[src/rtl/sync_up_counter_pkg.sv]
// Shared types and helpers for the synchronous modulo-N up counter.
package sync_up_counter_pkg;

    typedef enum logic [1:0] {
        IDLE = 2'd0,
        RUN  = 2'd1,
        DONE = 2'd2
    } state_t;

    localparam int unsigned MIN_MODULUS = 2;
    localparam int unsigned MAX_WIDTH   = 31;

    function automatic bit params_legal(int unsigned width, int unsigned modulus);
        return (width >= 1) && (width <= MAX_WIDTH) &&
               (modulus >= MIN_MODULUS) && (modulus <= (32'd1 << width));
    endfunction

    // Out-of-range load requests saturate to the terminal count.
    function automatic int unsigned clamp_load(int unsigned val, int unsigned modulus);
        return (val >= modulus) ? modulus - 1 : val;
    endfunction

endpackage

[src/rtl/sync_up_counter_if.sv]
// Control and status bundle between a sequencer and sync_up_counter.
interface sync_up_counter_if #(
    parameter int unsigned WIDTH = 4
);
    logic             en;
    logic             start;
    logic             stop;
    logic             load;
    logic [WIDTH-1:0] load_val;
    logic [WIDTH-1:0] q;
    logic             tc;
    logic             wrap;
    logic             busy;
    logic             done;

    modport master (
        output en, start, stop, load, load_val,
        input  q, tc, wrap, busy, done
    );

    modport slave (
        input  en, start, stop, load, load_val,
        output q, tc, wrap, busy, done
    );
endinterface

[src/rtl/sync_up_counter_up_cnt_core.sv]
// Count register with modulus compare, clamped load and registered wrap pulse.
module up_cnt_core
    import sync_up_counter_pkg::*;
#(
    parameter int unsigned WIDTH   = 4,
    parameter int unsigned MODULUS = 10
) (
    input  logic             clk,
    input  logic             rst,
    input  logic             inc,
    input  logic             ld,
    input  logic [WIDTH-1:0] ld_val,
    output logic [WIDTH-1:0] q,
    output logic             tc,
    output logic             wrap
);
    localparam logic [WIDTH-1:0] Q_LAST = WIDTH'(MODULUS - 1);

    logic [WIDTH:0]   q_inc;
    logic [WIDTH-1:0] ld_clamped;
    logic             roll;

    assign q_inc      = {1'b0, q} + (WIDTH + 1)'(1);
    assign tc         = (q == Q_LAST);
    // Carry-out also forces a return to 0, so the count never passes through 2^WIDTH.
    assign roll       = tc || q_inc[WIDTH];
    assign ld_clamped = WIDTH'(clamp_load(32'(ld_val), MODULUS));

    always_ff @(posedge clk or negedge rst) begin
        if (!rst) begin
            q    <= '0;
            wrap <= 1'b0;
        end else if (ld) begin
            q    <= ld_clamped;
            wrap <= 1'b0;
        end else if (inc) begin
            q    <= roll ? '0 : q_inc[WIDTH-1:0];
            wrap <= roll;
        end else begin
            wrap <= 1'b0;
        end
    end
endmodule

[src/rtl/sync_up_counter.sv]
// Synchronous modulo-N up counter: run/stop/one-shot control around up_cnt_core.
module sync_up_counter
    import sync_up_counter_pkg::*;
#(
    parameter int unsigned WIDTH    = 4,
    parameter int unsigned MODULUS  = 10,
    parameter bit          ONE_SHOT = 1'b0
) (
    input  logic                 clk,
    input  logic                 rst,
    sync_up_counter_if.slave     bus
);
    if (!params_legal(WIDTH, MODULUS)) begin : g_illegal_params
        $error("sync_up_counter: MODULUS must lie in 2..2**WIDTH");
    end

    state_t state;
    logic   inc;

    assign inc = (state == RUN) && bus.en && !bus.load && !bus.stop;

    up_cnt_core #(
        .WIDTH   (WIDTH),
        .MODULUS (MODULUS)
    ) u_core (
        .clk    (clk),
        .rst    (rst),
        .inc    (inc),
        .ld     (bus.load),
        .ld_val (bus.load_val),
        .q      (bus.q),
        .tc     (bus.tc),
        .wrap   (bus.wrap)
    );

    // Load freezes the state; otherwise stop beats start, start beats the roll.
    always_ff @(posedge clk or negedge rst) begin
        if (!rst) begin
            state    <= IDLE;
            bus.busy <= 1'b0;
            bus.done <= 1'b0;
        end else if (!bus.load) begin
            if (bus.stop) begin
                state    <= IDLE;
                bus.busy <= 1'b0;
                bus.done <= 1'b0;
            end else begin
                unique case (state)
                    IDLE, DONE: begin
                        if (bus.start) begin
                            state    <= RUN;
                            bus.busy <= 1'b1;
                            bus.done <= 1'b0;
                        end
                    end
                    RUN: begin
                        if (ONE_SHOT && bus.en && bus.tc) begin
                            state    <= DONE;
                            bus.busy <= 1'b0;
                            bus.done <= 1'b1;
                        end
                    end
                    default: begin
                        state    <= IDLE;
                        bus.busy <= 1'b0;
                        bus.done <= 1'b0;
                    end
                endcase
            end
        end
    end
endmodule

[src/flat_wrapper.sv]
// flat-port wrapper written by rule: the top's interface ports become plain ports
module sync_up_counter_flat import sync_up_counter_pkg::*;
#(
    parameter int unsigned WIDTH    = 4,
    parameter int unsigned MODULUS  = 10,
    parameter bit          ONE_SHOT = 1'b0
)
  (clk, rst, bus_en, bus_start, bus_stop, bus_load, bus_load_val, bus_q, bus_tc, bus_wrap, bus_busy, bus_done);
  sync_up_counter_if #(.WIDTH(WIDTH)) bus_i ();
  input  logic clk;
  input  logic rst;
  input wire logic [$bits(bus_i.en)-1:0] bus_en;
  input wire logic [$bits(bus_i.start)-1:0] bus_start;
  input wire logic [$bits(bus_i.stop)-1:0] bus_stop;
  input wire logic [$bits(bus_i.load)-1:0] bus_load;
  input wire logic [$bits(bus_i.load_val)-1:0] bus_load_val;
  output wire logic [$bits(bus_i.q)-1:0] bus_q;
  output wire logic [$bits(bus_i.tc)-1:0] bus_tc;
  output wire logic [$bits(bus_i.wrap)-1:0] bus_wrap;
  output wire logic [$bits(bus_i.busy)-1:0] bus_busy;
  output wire logic [$bits(bus_i.done)-1:0] bus_done;
  assign bus_i.en = bus_en;
  assign bus_i.start = bus_start;
  assign bus_i.stop = bus_stop;
  assign bus_i.load = bus_load;
  assign bus_i.load_val = bus_load_val;
  assign bus_q = bus_i.q;
  assign bus_tc = bus_i.tc;
  assign bus_wrap = bus_i.wrap;
  assign bus_busy = bus_i.busy;
  assign bus_done = bus_i.done;
  sync_up_counter #(.WIDTH(WIDTH), .MODULUS(MODULUS), .ONE_SHOT(ONE_SHOT)) u_core (.clk(clk), .rst(rst), .bus(bus_i));
endmodule
[config.mk]
export PLATFORM = sky130hd
export DESIGN_NAME = sync_up_counter_flat
export DESIGN_NICKNAME = d
export VERILOG_FILES = /design/src/rtl/sync_up_counter_pkg.sv /design/src/rtl/sync_up_counter_if.sv /design/src/rtl/sync_up_counter_up_cnt_core.sv /design/src/rtl/sync_up_counter.sv /design/src/flat_wrapper.sv
export SDC_FILE = /design/constraint.sdc
export NUM_CORES = 1
export LEC_CHECK = 0
export ABC_AREA = 1
export CAP_MARGIN = 5
export CELL_PAD_IN_SITES_DETAIL_PLACEMENT = 2
export CELL_PAD_IN_SITES_GLOBAL_PLACEMENT = 2
export CORE_MARGIN = 2
export CORE_UTILIZATION = 18
export DETAILED_ROUTE_END_ITERATION = 10
export GPL_TIMING_DRIVEN = 1
export PLACE_DENSITY_LB_ADDON = 0.1
export SLEW_MARGIN = 20
export SYNTH_ARGS = -nofsm -noshare
export SYNTH_HDL_FRONTEND = slang
export SYNTH_HIERARCHICAL = 1
export SYNTH_SLANG_ARGS = --single-unit
[constraint.sdc]
create_clock -name clk -period 1.1 [get_ports clk]
set_input_delay 0.22 -clock clk [delete_from_list [all_inputs] [get_ports clk]]
set_output_delay 0.22 -clock clk [all_outputs]
set_load 0.02 [all_outputs]
==> flow_summary.json <==
{
  "status": "complete, but fails checks",
  "violations": "setup timing",
  "fin_crit_ns": 1.285,
  "dieHeight_um": 51.90,
  "tns_ns": -1.054,
  "grt_pass1_vias": 516,
  "slowest_stage": "dfrtp_2",
  "path_depth": 5,
  "drt-initial-drc-count": 2,
  "final_cells": 113,
  "finalPower_mw": 1.000,
  "dpl_cell_area_um2": 720.7,
  "dpl.cell_count": 108,
  "std_cell_rows": 17,
  "pin_count": 18,
  "path_cells": "inv_2 -> ha_4 -> nand3_4 -> inv_2 -> buf_6",
  "final_net_count": 98,
  "hold_path_class": "in -> async",
  "drt-total-wl_um": 1361,
  "fin_skew_ns": 0.006472,
  "stdcell_area_um2": 762.0,
  "pre_cts_ws_ns": -0.4112,
  "ff2ff_setup_slack_ns": -0.14,
  "synth_cell_types": 18,
  "path_common_cell": "inv_2",
  "drc_errors": 0,
  "place_congestion": 0.6935,
  "synth-edff-count": 0,
  "cts_buffer_depth": 2,
  "cp_max_fo": 2,
  "insertion_delay_ns": 0.25,
  "ys_warn_count": 6,
  "cpPeakStageDelay_ns": 0.40,
  "p_leak_nw": 0.3615,
  "synthCells": 56,
  "dp_hpwl_um": 1173,
  "syn_area_per_cell_um2": 7.373,
  "start_util_pct": 18.85,
  "required_ns": 0.88,
  "ys_seq_area_share_pct": 36.36,
  "clk_pin_slew_ns": 0.05,
  "coreArea_um2": 2191,
  "grt_max_degree": 7,
  "final_max_slew_viol_count": 0,
  "drtPass1Iterations": 4,
  "rsz0062_at_grt": "yes",
  "synth.most_common_cell": "inv_1",
  "layout_setup_ws_ns": -0.1850,
  "start_kind": "flop",
  "final_util_pct": 34.78,
  "crit_type": "reg -> out",
  "cts_tree": "yes",
  "cap_violations": 0,
  "rr_endpoint": "u_core/u_core/q[2]$_DFFE_PN0P_",
  "timing.rr.start": "u_core/u_core/q[0]$_DFFE_PN0P_",
  "syn_nets": 68,
  "grt_antenna_before_repair": 0,
  "holdWs_ns": 0.2249,
  "hold_viol": 0,
  "crit_family": "flip-flops",
  "fmaxAchievable_mhz": 778.2,
  "ys_ff_latch": 6,
  "synth_common_cells": "inv_1, nor2_1, nand2_1",
  "vias": 472,
  "async_flop_share_pct": 100.0,
  "antenna-diode-count": 0,
  "drive_gt1_share_pct": 41.18,
  "holdBufCountCts": 0,
  "ant_nets": 0,
  "port_buffers": 16,
  "fp.dieArea_um2": 2693,
  "die_w_um": 51.90,
  "grt_overflow": 0,
  "setup_violations": 9,
  "viasPerCell": 4.177,
  "track_usage_pct": 12.58,
  "reg2reg_depth": 7,
  "wl_per_cell_um": 12.04,
  "peakVddDrop_mv": 0.4909,
  "ys.flop_type": "dfrtp_1",
  "cts_sinks": 6,
  "cp_data_arrival_time_ns": 1.06,
  "worst-path-buf-inv": 3,
  "clockRootBuffer": "clkbuf_4",
  "fin_crit_sh_pct": 116.8,
  "area_delta_synth_final_pct": 84.55,
  "synthTopCellsByArea": "dfrtp_1, inv_1, nor2_1",
  "grt_pass1_wl_um": 2290,
  "cp-startpoint": "u_core/u_core/q[1]$_DFFE_PN0P_",
  "cts_made_buffers": 3,
  "htreeDepth": 1,
  "synth_top_area_share_pct": 36.36,
  "pwr_density_cell_nw_per_um2": 1312,
  "yosysTopAreaCell": "dfrtp_1",
  "critPathCaptureType": "output port",
  "syn-cell-area_um2": 412.9
}
==> how the worst max path moves through the flow <==
stage | to
floorplan | u_core/u_core/q[3]$_DFFE_PN0P_
CTS | bus_tc
detailed placement | bus_tc
global placement | bus_tc
finish | bus_tc
global route | bus_tc
==> report_power, final <==
part	internal [mW]	switching, mW	leakage (nW)
clock	0.138	0.0859	0.0150
sequential	0.256	0.0274	0.0695
combinational	0.239	0.254	0.277
total	0.633	0.367	0.362
==> cell families (layout without fill, tap and decap cells) <==
| kind of cell | Yosys count | in the layout | synth area share (%) |
|---|---|---|---|
| DFF | 6 | 6 | 36.36 |
| buffers and inverters | 12 | 41 | 11.82 |
| other | 1 | 1 | 0.9082 |
| adders and majority gates | 2 | 2 | 6.060 |
| and+or+nand+nor | 28 | 28 | 32.73 |
| AOI/OAI and AO/OA | 5 | 5 | 7.878 |
| xor gates and xnor gates | 2 | 2 | 4.243 |
==> routing by layer <==
| metal | routed length, µm | vias up | GRT usage (%) |
|---|---|---|---|
| met4 | 27 | 0 | 10.53 |
| met5 | 0 | - | 0 |
| li1 | - | 234 | - |
| met1 | 594 | 224 | 14.23 |
| met2 | 696 | 12 | 20.68 |
| met3 | 43 | 2 | 1.724 |
==> state kept, by name (all words and copies together), names as in the netlist <==
signal and cells:
u_core/bus.busy 1, u_core/u_core/wrap 1, u_core/u_core/q 4
==> cells in the final DEF, fill, tap and decap left out, types with 2 or more instances in the layout <==
cell             netlist  final
nand2_1                8      8
xnor2_1                2      2
nand3_4                0      3
dfrtp_2                0      3
nor2_1                10      9
clkbuf_4               0      3
clkdlybuf4s50_1        0      9
inv_1                 11      7
dfrtp_1                6      3
ha_4                   0      2
buf_2                  0      2
nand3_1                5      4
buf_4                  1     11
inv_2                  0      4
buf_6                  0      3
==> area by class of cell <==
| class | instances | area [µm²] |
|---|---|---|
| Fill cell | 254 | 1429 |
| Multi-Input combinational cell | 38 | 280.3 |
| Timing Repair Buffer | 26 | 225.2 |
| Sequential cell | 6 | 153.9 |
| Inverter | 11 | 41.29 |
| Tap cell | 28 | 35.03 |
| Clock buffer | 4 | 26.28 |
==> worst reg2reg max path, delay by kind of cell (launching register included) <==
kind	cells	cell delay, ns
flops	1	0.42
fa+ha+maj	1	0.18
buf+inv	1	0.17
simple gates	5	0.40
==> timing repair <==
action                                  4_1_cts  5_1_grt
endpoints found under the setup margin       12       11
pin swaps                                     0        1
gates resized for setup                      32        5
buffers inserted                              1        0
Power figures use the tool's default switching activity.
